`src/rtl/div_arb_pkg.sv`:
```
// -----------------------------------------------------------------------------
// div_arb_pkg
// Shared definitions for the divider-sharing arbiter:
//   arb_state_t : arbiter FSM state encoding (IDLE, LAUNCH, WAIT, RESP)
//   ST_*        : two-bit response status codes returned with each result
// -----------------------------------------------------------------------------
package div_arb_pkg;

   typedef enum logic [1:0] {
      IDLE   = 2'd0,
      LAUNCH = 2'd1,
      WAIT   = 2'd2,
      RESP   = 2'd3
   } arb_state_t;

   localparam logic [1:0] ST_OK  = 2'b00;
   localparam logic [1:0] ST_DVZ = 2'b01;
   localparam logic [1:0] ST_OVF = 2'b10;
   localparam logic [1:0] ST_TO  = 2'b11;

endpackage

```
`src/rtl/rr_picker.sv`:
```
// -----------------------------------------------------------------------------
// rr_picker
// Combinational round-robin priority encoder. Picks the lowest requester index
// at or above ptr that has its req bit set, wrapping past NREQ-1 back to 0.
// Ports:
//   req   in  NREQ  request levels
//   ptr   in  IDW   round-robin start index (always < NREQ)
//   win   out IDW   winning requester index (0 when nothing is requesting)
//   found out 1     at least one request bit is set
// -----------------------------------------------------------------------------
module rr_picker #(
   parameter int NREQ = 4,
   parameter int IDW  = 2
) (
   input  logic [NREQ-1:0] req,
   input  logic [IDW-1:0]  ptr,
   output logic [IDW-1:0]  win,
   output logic            found
);

   // idx[k] is the requester sitting k places after the pointer; rot[k] is
   // its request bit, so the lowest set bit of rot is the winner.
   logic [IDW-1:0]  idx [NREQ];
   logic [NREQ-1:0] rot;

   genvar gi;
   generate
      for (gi = 0; gi < NREQ; gi++) begin : g_rot
         logic [IDW:0] sum;
         assign sum     = {1'b0, ptr} + (IDW+1)'(gi);
         // ptr < NREQ and gi < NREQ, so a single subtraction is a full modulo
         assign idx[gi] = (sum >= (IDW+1)'(NREQ)) ? IDW'(sum - (IDW+1)'(NREQ))
                                                   : sum[IDW-1:0];
         assign rot[gi] = req[idx[gi]];
      end
   endgenerate

   always_comb begin
      win   = '0;
      found = 1'b0;
      // Scan downwards so the lowest rotated position overwrites last
      for (int k = NREQ - 1; k >= 0; k--) begin
         if (rot[k]) begin
            win   = idx[k];
            found = 1'b1;
         end
      end
   end

endmodule

```
`src/rtl/div_share_arbiter.sv`:
```
// -----------------------------------------------------------------------------
// div_share_arbiter
// Shares one sequential divider between NREQ requesters. A round-robin winner
// has its operands latched, the divider is started with a one-cycle pulse, and
// the first completion flag seen while waiting ends the transaction with a
// one-cycle done pulse carrying quotient and status back to that requester.
//
// Optional feature (macro DIV_TIMEOUT_EN): a watchdog counts WAIT cycles and
// forces a timeout response (res_st=11, res_q=0) after TO_CYC cycles without
// a completion flag. Without the macro the arbiter waits indefinitely.
//
// Ports:
//   clk, rst            clock (rising edge), asynchronous active-high reset
//   req      in  NREQ   request levels
//   a_in     in  NREQ*W dividends, slice i = requester i
//   b_in     in  NREQ*W divisors,  slice i = requester i
//   gnt      out NREQ   one-hot pulse in the cycle the divider is started
//   done     out NREQ   one-hot completion pulse
//   res_q    out W      quotient, qualified by done
//   res_st   out 2      status: 00 ok, 01 div-by-zero, 10 overflow, 11 timeout
//   arb_busy out 1      high from grant through the response cycle
//   div_start/div_a/div_b        divider launch interface
//   div_valid/div_dvz/div_ovf/div_q  divider completion interface
// -----------------------------------------------------------------------------
module div_share_arbiter
   import div_arb_pkg::*;
#(
   parameter int NREQ   = 4,
   parameter int WIDTH  = 10,
   parameter int TO_CYC = 64
) (
   input  logic                  clk,
   input  logic                  rst,
   input  logic [NREQ-1:0]       req,
   input  logic [NREQ*WIDTH-1:0] a_in,
   input  logic [NREQ*WIDTH-1:0] b_in,
   output logic [NREQ-1:0]       gnt,
   output logic [NREQ-1:0]       done,
   output logic [WIDTH-1:0]      res_q,
   output logic [1:0]            res_st,
   output logic                  arb_busy,
   output logic                  div_start,
   output logic [WIDTH-1:0]      div_a,
   output logic [WIDTH-1:0]      div_b,
   input  logic                  div_valid,
   input  logic                  div_dvz,
   input  logic                  div_ovf,
   input  logic [WIDTH-1:0]      div_q
);

   localparam int IDW = $clog2(NREQ);

   generate
      if (NREQ < 2 || NREQ > 8 || WIDTH < 1 || TO_CYC < 1) begin : g_param_check
         $error("div_share_arbiter: parameter out of range");
      end
   endgenerate

   arb_state_t       state_reg,  state_next;
   logic [IDW-1:0]   ptr_reg,    ptr_next;
   logic [IDW-1:0]   id_reg,     id_next;
   logic [WIDTH-1:0] div_a_reg,  div_a_next;
   logic [WIDTH-1:0] div_b_reg,  div_b_next;
   logic [WIDTH-1:0] res_q_reg,  res_q_next;
   logic [1:0]       res_st_reg, res_st_next;

`ifdef DIV_TIMEOUT_EN
   localparam int CNTW = $clog2(TO_CYC + 1);
   logic [CNTW-1:0]  cnt_reg, cnt_next;
`endif

   logic [IDW-1:0]   pick_win;
   logic             pick_found;
   logic             any_flag;

   rr_picker #(
      .NREQ (NREQ),
      .IDW  (IDW)
   ) u_rr_picker (
      .req   (req),
      .ptr   (ptr_reg),
      .win   (pick_win),
      .found (pick_found)
   );

   assign any_flag = div_valid | div_dvz | div_ovf;

   always_ff @(posedge clk or posedge rst) begin
      if (rst) begin
         state_reg  <= IDLE;
         ptr_reg    <= '0;
         id_reg     <= '0;
         div_a_reg  <= '0;
         div_b_reg  <= '0;
         res_q_reg  <= '0;
         res_st_reg <= ST_OK;
`ifdef DIV_TIMEOUT_EN
         cnt_reg    <= '0;
`endif
      end else begin
         state_reg  <= state_next;
         ptr_reg    <= ptr_next;
         id_reg     <= id_next;
         div_a_reg  <= div_a_next;
         div_b_reg  <= div_b_next;
         res_q_reg  <= res_q_next;
         res_st_reg <= res_st_next;
`ifdef DIV_TIMEOUT_EN
         cnt_reg    <= cnt_next;
`endif
      end
   end

   always_comb begin
      state_next  = state_reg;
      ptr_next    = ptr_reg;
      id_next     = id_reg;
      div_a_next  = div_a_reg;
      div_b_next  = div_b_reg;
      res_q_next  = res_q_reg;
      res_st_next = res_st_reg;
`ifdef DIV_TIMEOUT_EN
      cnt_next    = cnt_reg;
`endif
      case (state_reg)
         IDLE: begin
            if (pick_found) begin
               id_next    = pick_win;
               div_a_next = a_in[int'(pick_win) * WIDTH +: WIDTH];
               div_b_next = b_in[int'(pick_win) * WIDTH +: WIDTH];
               state_next = LAUNCH;
            end
         end
         LAUNCH: begin
`ifdef DIV_TIMEOUT_EN
            cnt_next   = '0;
`endif
            state_next = WAIT;
         end
         WAIT: begin
            // Flag priority when several arrive together: dvz > ovf > valid
            if (any_flag) begin
               res_q_next  = div_q;
               res_st_next = div_dvz ? ST_DVZ : (div_ovf ? ST_OVF : ST_OK);
               state_next  = RESP;
            end
`ifdef DIV_TIMEOUT_EN
            else if (cnt_reg == CNTW'(TO_CYC)) begin
               res_q_next  = '0;
               res_st_next = ST_TO;
               state_next  = RESP;
            end else begin
               cnt_next = cnt_reg + 1'b1;
            end
`endif
         end
         RESP: begin
            // Served requester drops to lowest priority for the next round
            ptr_next   = (id_reg == IDW'(NREQ - 1)) ? '0 : id_reg + 1'b1;
            state_next = IDLE;
         end
         default: state_next = IDLE;
      endcase
   end

   genvar gi;
   generate
      for (gi = 0; gi < NREQ; gi++) begin : g_onehot
         assign gnt[gi]  = (state_reg == LAUNCH) && (id_reg == IDW'(gi));
         assign done[gi] = (state_reg == RESP)   && (id_reg == IDW'(gi));
      end
   endgenerate

   assign div_start = (state_reg == LAUNCH);
   assign arb_busy  = (state_reg != IDLE);
   assign div_a     = div_a_reg;
   assign div_b     = div_b_reg;
   assign res_q     = res_q_reg;
   assign res_st    = res_st_reg;

endmodule
```
`config.mk`:
```
export PLATFORM = sky130hd
export DESIGN_NAME = div_share_arbiter
export DESIGN_NICKNAME = d
export VERILOG_FILES = /design/src/rtl/div_arb_pkg.sv /design/src/rtl/rr_picker.sv /design/src/rtl/div_share_arbiter.sv
export SDC_FILE = /design/constraint.sdc
export NUM_CORES = 1
export LEC_CHECK = 0
export ABC_AREA = 1
export CAP_MARGIN = 15
export CORE_MARGIN = 8
export CORE_UTILIZATION = 25
export CTS_CLUSTER_DIAMETER = 80
export DETAILED_ROUTE_END_ITERATION = 10
export HOLD_SLACK_MARGIN = 0.12
export SLEW_MARGIN = 25
export SYNTH_ARGS = -nofsm -noshare
export SYNTH_HDL_FRONTEND = slang
export SYNTH_HIERARCHICAL = 1
export SYNTH_SLANG_ARGS = --single-unit
```
`constraint.sdc`:
```
create_clock -name clk -period 1.5 [get_ports clk]
set_input_delay 0.15 -clock clk [delete_from_list [all_inputs] [get_ports clk]]
set_output_delay 0.15 -clock clk [all_outputs]
set_load 0.01 [all_outputs]
```
==> metrics.md <==
| Metric | Value |
|---|---|
| Status | complete, but fails checks |
| Failing checks | negative setup slack |
| Largest delay share family, worst path | simple AND/OR/NAND/NOR gates |
| Die Span Y | 120 µm |
| Adder-Cell Fraction of Synth Area | 4.15% |
| Vias in the first global route | 3201 |
| Placed cells | 708 |
| Gate Count Post-Synth | 423 |
| Max VDD drop | 890 µV |
| Final hold violation count | 0 |
| Avg WL per Cell | 13.5 µm |
| RR Startpoint | ptr_reg[0] |
| Hold buffers post-CTS | 0 |
| Static Leak | 0.00268 µW |
| Fin worst setup slack | -0.383 ns |
| Pins Over Slew Limit | 0 |
| Layout cells sized above 1 | 27.7% |
| Seq/Total Area, Yosys | 35.0% |
| Vias after detailed routing | 3100 |
| Clk buf depth | 2 |
| Initial Util | 25.4% |
| Slowest stage delay, CP | 0.43 ns |
| CP Class | flip-flop to flip-flop |
| Total global-route track usage | 12.6% |
| Reg2Reg Capture Point | div_a[4] |
| Setup slack, reg-to-reg | -0.38 ns |
| Seq pwr share | 15.4% |
| Combinational fraction of design power | 75.8% |
| Final std cells w/o fill | 735 |
| CTS H-tree depth | 2 |
| Max Cap Viol | 0 |
| Switching share of total power | 44.9% |
| Crit start category | flip-flop |
| Cell area power density | 2340 mW/mm² |
| Row count | 38 |
| CTS tree | yes |
| Net Switching | 5450 µW |
| Dpl ws | -0.471 ns |
| Crit share post-route | 126% |
| Syn_nets | 531 |
| CP Data Arrival Time | 2.06 ns |
| R2r worst-path depth | 14 |
| Setup TNS | -8.18 ns |
| Drt pass-1 iters | 4 |
| Post-Syn Area | 0.00271 mm² |
| Worst-skew pair later-pin latency | 0.28 ns |
| M2 GR Usage | 24.0% |
| Total gr overflow | 0 |
| Placer congestion estimate | 0.801 |
| Post-synthesis mux area share | 0.830% |
| Worst path cell trace | buf_4 > nand2_1 > o21ai_2 > nand2_2 > nand3_4 > nand2_4 > nand2_4 > nand2_8 > clkinv_8 > clkbuf_16 > nand2_2 > nand2_2 > nand2_1 > nand3_2 |
| Mean post-synth cell area | 6.42 µm² |
| Fill cells | 1071 |
| Cell mode on critical path | nand2_2 |
| Max_slew headroom | 82.1% |
| Clock power share | 8.9% |
| Synth unique cells | 23 |
| Reg clk slew, reported paths | 0.08 ns |
| Maximum clock rate | 0.531 GHz |
| DRC Markers | 0 |
| HP Class | input pin to async pin |
| Antenna diodes | 0 |
| Global route hottest layer | met2 |
| Initial antenna violation count | 0 |
| Setup Skew | 0.00509 ns |
| M1 GR Usage | 13.7% |
| Post-synthesis compound-gate area fraction | 1.24% |
| Number of synthesized register bits | 38 |
| Placed cell area | 0.00437 mm² |
| Post-route cell area | 0.00519 mm² |
| DR vias/cell | 4.22 |
| Critical Path RT | 1.67 ns |
| Clock Sinks | 38 |
| Post-detail-place hpwl | 7280 µm |
| CP endpoint kind | flip-flop |
| Period minus WS final | 1.88 ns |
| Final setup vio count | 24 |
| Die area | 0.0144 mm² |
| Slew @ Worst Pin | 0.269 ns |
| Pin count of the biggest net entering global routing | 27 |
| Crit Path Max Fanout | 7 |
| First-pass GRT wire length | 15200 µm |
| Wirelength, routed | 9950 µm |
| Pint | 6680 µW |
| Critical path buffer and inverter count | 3 |
| Post-Synth XOR/XNOR Area | 0% |
| Core ar. | 0.0107 mm² |
| Clock root buffer master | clkbuf_8 |
| Met3 Resource Use GR | 3.08% |
| Nets | 702 |
| Final total power | 12100 µW |
| I/O Buffers | 140 |
| Area grow syn2layout | 91.3% |
| CP max-delay cell | dfrtp_2 |
| Largest family of logic cells by synthesized area | simple AND/OR/NAND/NOR gates |
| CTS buffer count | 5 |
| Simple-Gate Fraction of Synth Area | 44.7% |
| Synth warn | 6 |
| Antenna Nets Post-Route | 0 |
| IO Pins | 141 |
| Initial drt markers | 136 |
| RSZ-0062 raised after global routing | true |
| Die width | 120 µm |
[what timing repair did]
item | CTS | global route
endpoints found under the setup margin | 34 | 32
buffers inserted | 10 | 5
gates cloned | 1 | 5
pin swaps | 3 | 40
resized for setup | 53 | 115
[metal layers]
metal	up-vias	part of all wire [%]
met4	0	0.51
met1	1426	39
met2	75	56
met5	-	0
li1	1597	-
met3	2	4.8
[power groups by stage]
| stage | clock, µW | combinational [µW] | sequential, µW |
|---|---|---|---|
| global placement | 0 | 6440 | 1900 |
| finish | 1080 | 9200 | 1860 |
| floorplan | 0 | 4030 | 2020 |
| global route | 1160 | 10100 | 1920 |
| CTS | 1110 | 7320 | 1860 |
| detailed placement | 0 | 6530 | 1920 |
[tightest hold or removal path: cells and delay by family]
family / cells / cell delay [ns]
buffers and inverters: 3 / 0.71
[synth_stat cells]
library cell	count	area [µm²]
a21oi_1	2	10.0
inv_6	1	8.76
buf_4	6	45.0
mux2_2	2	22.5
nor2_1	5	18.8
nand2_4	3	33.8
and2_4	1	8.76
o21ai_2	1	8.76
nand3_1	50	250
inv_1	55	206
ha_1	9	113
inv_2	3	11.3
buf_6	6	67.6
o21ai_0	2	10.0
nand2_1	222	833
nor2_8	1	20.0
dfrtp_1	38	951
nand2_2	5	31.3
nor3_1	1	5.00
buf_2	6	30.0
nor2_4	1	11.3
inv_4	2	12.5
o21ai_1	1	5.00
[metrics by stage]
step	utilization, %	hold slack (ns)
after global placement	40.9	0.458
after floorplan	-	0.295
after detailed placement	40.9	0.459
final	48.5	0.196
after global routing	48.5	0.213
after CTS	43.6	0.200
[cell type report]
type / instances / area, µm² / share of cell area [%]
timing repair buffer: 182 / 1870 / 35.9
multi-input combinational: 306 / 1790 / 34.6
sequential: 38 / 952 / 18.3
inverter: 61 / 262 / 5.04
tap: 140 / 175 / 3.37
clock buffer: 6 / 82.6 / 1.59
clock inverter: 2 / 60.1 / 1.16
[cell usage in the layout, fill, tap and decap left out, drive strengths merged]
cell type      instances
nand2                230
nor3                   1
nand3                 50
clkdlybuf4s15          2
clkinv                 2
bufinv                 2
o21ai                  4
clkbuf                11
buf                   45
clkdlybuf4s50        130
inv                   59
dfrtp                 38
a21oi                  2
mux2                   2
and2                   1
ha                     9
nor2                   7
[cells by family (layout without fill, tap and decap cells)]
logic type | count (synthesis) | count (layout)
AO/OA/AOI/OAI | 6 | 6
adder cells (fa/ha/maj) | 9 | 9
flip-flops | 38 | 38
multiplexers | 2 | 2
AND/OR/NAND/NOR | 289 | 289
buffers and inverters | 79 | 251
[worst max-delay path by stage]
stage / cells past startpoint / slack (ns) / endpoint / start
after detailed placement: 16 / -0.47 / div_b[4] / req[0]
final: 14 / -0.38 / div_a[4] / ptr_reg[0]
after CTS: 15 / -0.32 / div_a[4] / ptr_reg[0]
after global placement: 16 / -0.43 / div_b[4] / req[0]
after global routing: 13 / -0.47 / div_b[5] / ptr_reg[0]
after floorplan: 18 / -0.16 / div_a[5] / ptr_reg[0]
Power figures use the tool's default switching activity.
